### src/rtl/systolic_skew_feeder_pkg.sv
// tpu_feed_pkg: shared types, widths and bus helpers for the systolic skew feeder.
package tpu_feed_pkg;
    typedef enum logic [1:0] {IDLE, RUN, FLUSH} state_t;
    localparam int LEN_W = 8;
    localparam int CNT_W = LEN_W + 1;
    function automatic int row_lsb(input int row, input int width);
        return row * width;
    endfunction
endpackage

### src/rtl/systolic_skew_feeder_if.sv
// systolic_skew_feeder_if: controller, row-FIFO and array-edge signals of the feeder.
interface systolic_skew_feeder_if #(
    parameter int DATA_WIDTH = 8,
    parameter int ROWS = 4,
    parameter int LEN_W = 8
) ();
    logic start;
    logic [LEN_W-1:0] len;
    logic [ROWS-1:0] fifo_empty;
    logic [ROWS-1:0] fifo_rd_en;
    logic [ROWS*DATA_WIDTH-1:0] fifo_dout;
    logic [ROWS*DATA_WIDTH-1:0] a_data;
    logic [ROWS-1:0] a_valid;
    logic array_en;
    logic busy;
    logic done;
    modport slave (
        input start, len, fifo_empty, fifo_dout,
        output fifo_rd_en, a_data, a_valid, array_en, busy, done
    );
    modport master (
        output start, len, fifo_empty, fifo_dout,
        input fifo_rd_en, a_data, a_valid, array_en, busy, done
    );
endinterface

### src/rtl/systolic_skew_feeder.sv
// systolic_skew_feeder: drains row FIFOs into the array edge with a diagonal skew;
// any empty active row stalls the whole wavefront so the skew never breaks.
module systolic_skew_feeder #(
    parameter int DATA_WIDTH = 8,
    parameter int ROWS = 4,
    parameter int LEN_W = tpu_feed_pkg::LEN_W
) (
    input logic clk,
    input logic reset,
    systolic_skew_feeder_if.slave bus
);
    import tpu_feed_pkg::*;
    localparam int CW = LEN_W + 1;
    state_t state, state_nx;
    logic [CW-1:0] cnt, last_cnt;
    logic [LEN_W-1:0] k;
    logic [ROWS-1:0] active, rd_q;
    logic stall, stall_q, go;
    assign go = bus.start && bus.len != '0;
    assign last_cnt = CW'(k) + CW'(ROWS) - CW'(2);
    genvar i;
    for (i = 0; i < ROWS; i++) begin : g_row
        assign active[i] = state == RUN && cnt >= CW'(i) && cnt - CW'(i) < CW'(k);
        // bubbles present zero, never the stale FIFO output register
        assign bus.a_data[row_lsb(i, DATA_WIDTH) +: DATA_WIDTH] =
            rd_q[i] ? bus.fifo_dout[row_lsb(i, DATA_WIDTH) +: DATA_WIDTH] : '0;
    end
    assign stall = |(active & bus.fifo_empty);
    assign bus.fifo_rd_en = active & {ROWS{~stall}};
    always_ff @(posedge clk or negedge reset) begin
        if (!reset) state <= IDLE;
        else state <= state_nx;
    end
    always_comb begin
        state_nx = state == IDLE ? (go ? RUN : IDLE) :
                   state == RUN ? ((!stall && cnt == last_cnt) ? FLUSH : RUN) : IDLE;
    end
    always_comb begin
        bus.busy = state != IDLE;
        bus.done = state == FLUSH;
        bus.a_valid = rd_q;
        bus.array_en = ~stall_q;
    end
    always_ff @(posedge clk or negedge reset) begin
        if (!reset) begin
            cnt <= '0;
            k <= '0;
            rd_q <= '0;
            stall_q <= 1'b0;
        end else begin
            rd_q <= bus.fifo_rd_en;
            stall_q <= stall;
            if (state == IDLE && go) begin
                k <= bus.len;
                cnt <= '0;
            end else if (state == RUN && !stall) begin
                cnt <= cnt + 1'b1;
            end
        end
    end
endmodule

### src/flat_wrapper.sv
// flat-port wrapper written by rule: the top's interface ports become plain ports
module systolic_skew_feeder_flat import tpu_feed_pkg::*;
#(
    parameter int DATA_WIDTH = 8,
    parameter int ROWS = 4,
    parameter int LEN_W = tpu_feed_pkg::LEN_W
)
  (clk, reset, bus_start, bus_len, bus_fifo_empty, bus_fifo_dout, bus_fifo_rd_en, bus_a_data, bus_a_valid, bus_array_en, bus_busy, bus_done);
  systolic_skew_feeder_if #(.DATA_WIDTH(DATA_WIDTH), .ROWS(ROWS), .LEN_W(LEN_W)) bus_i ();
  input logic clk;
  input logic reset;
  input wire logic [$bits(bus_i.start)-1:0] bus_start;
  input wire logic [$bits(bus_i.len)-1:0] bus_len;
  input wire logic [$bits(bus_i.fifo_empty)-1:0] bus_fifo_empty;
  input wire logic [$bits(bus_i.fifo_dout)-1:0] bus_fifo_dout;
  output wire logic [$bits(bus_i.fifo_rd_en)-1:0] bus_fifo_rd_en;
  output wire logic [$bits(bus_i.a_data)-1:0] bus_a_data;
  output wire logic [$bits(bus_i.a_valid)-1:0] bus_a_valid;
  output wire logic [$bits(bus_i.array_en)-1:0] bus_array_en;
  output wire logic [$bits(bus_i.busy)-1:0] bus_busy;
  output wire logic [$bits(bus_i.done)-1:0] bus_done;
  assign bus_i.start = bus_start;
  assign bus_i.len = bus_len;
  assign bus_i.fifo_empty = bus_fifo_empty;
  assign bus_i.fifo_dout = bus_fifo_dout;
  assign bus_fifo_rd_en = bus_i.fifo_rd_en;
  assign bus_a_data = bus_i.a_data;
  assign bus_a_valid = bus_i.a_valid;
  assign bus_array_en = bus_i.array_en;
  assign bus_busy = bus_i.busy;
  assign bus_done = bus_i.done;
  systolic_skew_feeder #(.DATA_WIDTH(DATA_WIDTH), .ROWS(ROWS), .LEN_W(LEN_W)) u_core (.clk(clk), .reset(reset), .bus(bus_i));
endmodule
### config.mk
export PLATFORM = sky130hd
export DESIGN_NAME = systolic_skew_feeder_flat
export DESIGN_NICKNAME = d
export VERILOG_FILES = /design/src/rtl/systolic_skew_feeder_pkg.sv /design/src/rtl/systolic_skew_feeder_if.sv /design/src/rtl/systolic_skew_feeder.sv /design/src/flat_wrapper.sv
export SDC_FILE = /design/constraint.sdc
export NUM_CORES = 1
export LEC_CHECK = 0
export CAP_MARGIN = 25
export CORE_ASPECT_RATIO = 1.2
export CORE_MARGIN = 5
export CORE_UTILIZATION = 25
export CTS_BUF_LIST = sky130_fd_sc_hd__clkbuf_4
export CTS_CLUSTER_DIAMETER = 150
export DETAILED_ROUTE_END_ITERATION = 7
export GPL_ROUTABILITY_DRIVEN = 0
export GPL_TIMING_DRIVEN = 0
export PLACE_DENSITY_LB_ADDON = 0.05
export SYNTH_ARGS = -nofsm -noshare
export SYNTH_HDL_FRONTEND = slang
export SYNTH_SLANG_ARGS = --single-unit
### constraint.sdc
create_clock -name clk -period 10.6 [get_ports clk]
set_input_delay 2.65 -clock clk [delete_from_list [all_inputs] [get_ports clk]]
set_output_delay 2.65 -clock clk [all_outputs]
set_load 0.005 [all_outputs]
==> tab_implementation.tex <==
\begin{tabular}{lr}
\hline
Metric & Value \\
\hline
\multicolumn{2}{l}{\textbf{Finish}} \\
\quad Final design instance area without fill & 0.00371 mm² \\
\quad Final antenna diode count & 0 \\
\quad End-of-flow core utilization & 0.367 \\
\quad Growth of design area from synthesis to finish & 42.3\% \\
\quad Net count reported at finish & 492 \\
\quad Share of post-route cells with drive strength above 1 & 0.0444 \\
\quad Number of fill cells & 1,068 \\
\multicolumn{2}{l}{\textbf{Synthesis}} \\
\quad YS warnings & 0 \\
\quad Syn Inst Count & 311 \\
\quad Top\_reg\_cell synth & sky130\_fd\_sc\_hd\_\_dfrtp\_1 \\
\quad Syn Nets & 397 \\
\quad Number of enable-type register cells in the synthesized netlist & 0 \\
\quad Register bit count reported by yosys & 24 \\
\quad Mean area per synthesized cell & 8.38 µm² \\
\quad Mapped cell area & 0.00261 mm² \\
\quad Sequential area share after synthesis & 0.230 \\
\quad Async SR Flop Fraction & 1.00 \\
\quad Count of cell types in the netlist & 52 \\
\multicolumn{2}{l}{\textbf{Drt}} \\
\quad Routed WL & 8450 µm \\
\quad Count of routing violations after the opening detailed-route iteration & 101 \\
\quad Uppermost layer routed & met4 \\
\quad Total number of vias & 2,543 \\
\quad Post-DR vias/cell & 4.79 \\
\quad Wire length on met2 & 3900 µm \\
\quad Antenna violation net count after detailed routing & 0 \\
\quad Pre-Repair DR Iteration Count & 4 \\
\quad Metal1 wirelength & 3490 µm \\
\quad Routed wire length on met3 & 829 µm \\
\quad Count of unresolved DRC violations after routing & 0 \\
\quad Mean routed wirelength per cell & 15.9 µm \\
\multicolumn{2}{l}{\textbf{STA}} \\
\quad Final setup viols & 0 \\
\quad Final sum of negative setup slack & 0 ps \\
\quad Worst Max-Slew Pin Slew & 749 ps \\
\quad Clock period minus worst slack & 7620 ps \\
\quad Number of hold-slack violations in the final timing report & 0 \\
\quad Slew headroom & 0.496 \\
\quad Final Max Tran Viols & 0 \\
\quad Maximum operating frequency & 0.131 GHz \\
\quad Unrepaired setup endpoints after global routing & false \\
\quad Max Clock Skew & 5.15 ps \\
\quad Final worst path period share & 0.718 \\
\multicolumn{2}{l}{\textbf{Global routing}} \\
\quad Overall global routing resource usage & 0.138 \\
\quad Global route overflow & 0 \\
\quad Via count of the first global-routing pass & 2,571 \\
\quad Number of antenna violations at the first check in global routing & 0 \\
\quad First-pass GRT wire length & 13,500 µm \\
\quad Maximum number of pins on one net before global-route repair & 15 \\
\multicolumn{2}{l}{\textbf{Run}} \\
\quad Max-cap violations & 0 \\
\multicolumn{2}{l}{\textbf{Hold path}} \\
\quad Launch point of the worst hold path & u\_core.k[0] \\
\quad Hold WC Path Type & reg -> reg \\
\multicolumn{2}{l}{\textbf{Critical path}} \\
\quad Largest stage delay on the critical path & 610 ps \\
\quad Worst setup startpoint & u\_core.cnt[2] \\
\quad Endpoint arrival time on the critical path & 4970 ps \\
\quad Largest driver fanout on the critical path & 10 \\
\quad Sort of element at the end of the critical path & output port \\
\quad Startpoint type of the worst setup path & flop \\
\quad Classification of the worst setup path & reg -> out \\
\quad Critical-path cell list & buf\_1, inv\_1, ha\_1, or3b\_4, or3b\_4, xnor2\_1, ha\_1, o221a\_2, o31ai\_1, or4b\_2, nand4\_2, or2\_0, buf\_2, nor4\_1, clkdlybuf4s50\_1 \\
\quad Slowest CP cell & sky130\_fd\_sc\_hd\_\_clkdlybuf4s50\_1 \\
\quad Required time of the worst setup path & 7950 ps \\
\quad Startpoint of the worst register-to-register path & u\_core.cnt[2] \\
\multicolumn{2}{l}{\textbf{Die}} \\
\quad Number of core rows & 40 \\
\quad Chip Height & 122 µm \\
\quad Die Wd & 103 µm \\
\quad Effective utilization at floorplan & 0.258 \\
\quad Number of top-level design ports & 90 \\
\quad Floorplan die area & 0.0126 mm² \\
\quad Core region area & 0.0101 mm² \\
\multicolumn{2}{l}{\textbf{CTS}} \\
\quad \# Post-CTS Setup Buffers & 0 \\
\quad Clock Sinks & 24 \\
\quad Post-cts repair resize count & 0 \\
\quad Deepest level of the CTS H-tree & 1 \\
\quad Clock-pin slew on the worst setup and hold paths & 150 ps \\
\quad Cts bufs inserted & 3 \\
\quad TritonCTS clock tree & done \\
\quad Latest clock arrival within the worst-skew pair & 340 ps \\
\quad Clock Path Buffers & 2 \\
\quad Number of buffers inserted by hold repair at cts & 0 \\
\quad Library cell used as clock root buffer & sky130\_fd\_sc\_hd\_\_clkbuf\_4 \\
\multicolumn{2}{l}{\textbf{Pwr}} \\
\quad Power density over the cells & 291 mW/mm² \\
\quad Combinational share of power & 0.801 \\
\quad Leakage power summed over all cells & 1.57 nW \\
\quad Switching portion of total power & 0.495 \\
\quad Part of the total power dissipated in the clock network & 0.043 \\
\quad Max VDD drop & 0.113 mV \\
\quad Internal power & 545 µW \\
\quad Part of the total power dissipated in sequential elements & 0.156 \\
\quad Switching Power & 534 µW \\
\multicolumn{2}{l}{\textbf{Placement}} \\
\quad Sum of net half-perimeters after detailed placement & 7130 µm \\
\quad Placement-stage cell area & 0.00368 mm² \\
\quad \# port buffers & 89 \\
\multicolumn{2}{l}{\textbf{Run status}} \\
\quad Run status & finished clean \\
\hline
\end{tabular}
worst max-delay path: cells and delay by family (launching register included):
family,cells,cell delay [ps]
AO/OA/AOI/OAI,2,250
flip-flops,1,480
adder cells (fa/ha/maj),2,540
XOR/XNOR,1,140
AND/OR/NAND/NOR,6,1900
buffers and inverters,4,1310
flip-flops by register name, indices dropped and copies added, names as in the netlist:
register / count
u_core.stall_q: 1
u_core.cnt: 9
u_core.k: 8
u_core.state: 2
u_core.bus.a_valid: 4
per-stage QoR:
step / total power, mW / setup WS (ps) / cells / hold WS (ps)
global placement: 1.04 / 2980 / 526 / 519
floorplan: 0.747 / 4160 / 311 / 481
finish: 1.08 / 2980 / 531 / 554
global route: 1.22 / 2680 / 531 / 608
CTS: 1.10 / 2930 / 531 / 567
detailed placement: 1.04 / 3000 / 527 / 529
cell usage after synthesis, types with 2 or more instances:
cell type,number,share of area
sky130_fd_sc_hd__nor2b_1,2,0.0048
sky130_fd_sc_hd__mux2i_1,4,0.015
sky130_fd_sc_hd__buf_2,4,0.0077
sky130_fd_sc_hd__o21ai_0,12,0.023
sky130_fd_sc_hd__a211o_1,3,0.010
sky130_fd_sc_hd__o21a_1,4,0.012
sky130_fd_sc_hd__and3_1,2,0.0048
sky130_fd_sc_hd__and2_1,33,0.079
sky130_fd_sc_hd__or3b_4,2,0.0086
sky130_fd_sc_hd__ha_1,39,0.19
sky130_fd_sc_hd__nand2b_1,6,0.014
sky130_fd_sc_hd__nand3_1,8,0.015
sky130_fd_sc_hd__o311ai_0,4,0.013
sky130_fd_sc_hd__a31oi_1,2,0.0048
sky130_fd_sc_hd__inv_1,18,0.026
sky130_fd_sc_hd__xnor2_1,20,0.067
sky130_fd_sc_hd__nor4_1,4,0.0096
sky130_fd_sc_hd__nor2_1,13,0.019
sky130_fd_sc_hd__xor2_1,9,0.030
sky130_fd_sc_hd__a21oi_1,8,0.015
sky130_fd_sc_hd__or4_1,3,0.0086
sky130_fd_sc_hd__o31ai_1,6,0.017
sky130_fd_sc_hd__nand4_1,6,0.014
sky130_fd_sc_hd__dfrtp_1,24,0.23
sky130_fd_sc_hd__buf_1,3,0.0043
sky130_fd_sc_hd__clkbuf_1,7,0.010
sky130_fd_sc_hd__nand2_1,32,0.046
sky130_fd_sc_hd__a211oi_1,3,0.0086
sky130_fd_sc_hd__nor3_1,6,0.012
sky130_fd_sc_hd__or3_1,2,0.0048
power by group through the flow:
stage          sequential [mW]  clock, mW  combinational (mW)
2_1_floorplan            0.158          0               0.589
3_3_place_gp             0.171          0               0.872
3_5_place_dp             0.172          0               0.872
4_1_cts                  0.169     0.0511               0.878
5_1_grt                  0.176     0.0536               0.987
6_report                 0.168     0.0467               0.864
metal layers:
layer | vias to the layer above | track usage
met5 | - | 0
met4 | 0 | 0.0559
met3 | 13 | 0.0218
met2 | 98 | 0.237
met1 | 1140 | 0.169
li1 | 1292 | -
cells by family after synthesis:
logic type                 share of synthesized area
AOI/OAI and AO/OA                              0.150
xor gates and xnor gates                      0.0975
and+or+nand+nor                                0.272
buffers and inverters                         0.0480
muxes                                         0.0154
DFF                                            0.230
adders and majority gates                      0.187
layout by cell type, fill, tap and decap left out, types with 2 or more instances in the layout:
cell / n
sky130_fd_sc_hd__nor4_1: 4
sky130_fd_sc_hd__and2_1: 33
sky130_fd_sc_hd__xnor2_1: 20
sky130_fd_sc_hd__mux2i_1: 4
sky130_fd_sc_hd__a31oi_1: 2
sky130_fd_sc_hd__clkdlybuf4s50_1: 89
sky130_fd_sc_hd__o31ai_1: 6
sky130_fd_sc_hd__nand2_1: 32
sky130_fd_sc_hd__o21ai_0: 12
sky130_fd_sc_hd__nand2b_1: 6
sky130_fd_sc_hd__or3b_4: 2
sky130_fd_sc_hd__nor2b_1: 2
sky130_fd_sc_hd__nand3_1: 8
sky130_fd_sc_hd__a211o_1: 3
sky130_fd_sc_hd__dfrtp_1: 24
sky130_fd_sc_hd__buf_2: 4
sky130_fd_sc_hd__nor2_1: 13
sky130_fd_sc_hd__clkbuf_4: 3
sky130_fd_sc_hd__nor3_1: 6
sky130_fd_sc_hd__a211oi_1: 3
sky130_fd_sc_hd__o21a_1: 4
sky130_fd_sc_hd__o311ai_0: 4
sky130_fd_sc_hd__xor2_1: 9
sky130_fd_sc_hd__or4_1: 3
sky130_fd_sc_hd__ha_1: 39
sky130_fd_sc_hd__or3_1: 2
sky130_fd_sc_hd__clkbuf_1: 7
sky130_fd_sc_hd__inv_1: 18
sky130_fd_sc_hd__buf_1: 3
sky130_fd_sc_hd__nand4_1: 6
sky130_fd_sc_hd__a21oi_1: 8
sky130_fd_sc_hd__and3_1: 2
final timing paths:
kind	cells past startpoint	to	slack, ps
max in group asynchronous	2	u_core.cnt[5]	7430
worst min register to register	2	u_core.k[0]	550
worst max register to register	15	u_core.cnt[2]	6350
worst min-delay path	2	u_core.k[0]	550
worst max-delay path	15	bus_fifo_rd_en[3]	2980
min in group asynchronous	1	u_core.k[3]	2670
layout make-up:
type	instances	area (µm²)	share of cell area
plain buffers	14	57.6	0.0155
repair buffers	90	918	0.248
multi-input cells	255	1880	0.507
flip-flops and latches	24	601	0.162
clock buffers	3	22.5	0.00607
well taps	126	158	0.0425
inverters	18	67.6	0.0182
clock inverters	1	3.75	0.00101
(Power assumes the default switching activity.)
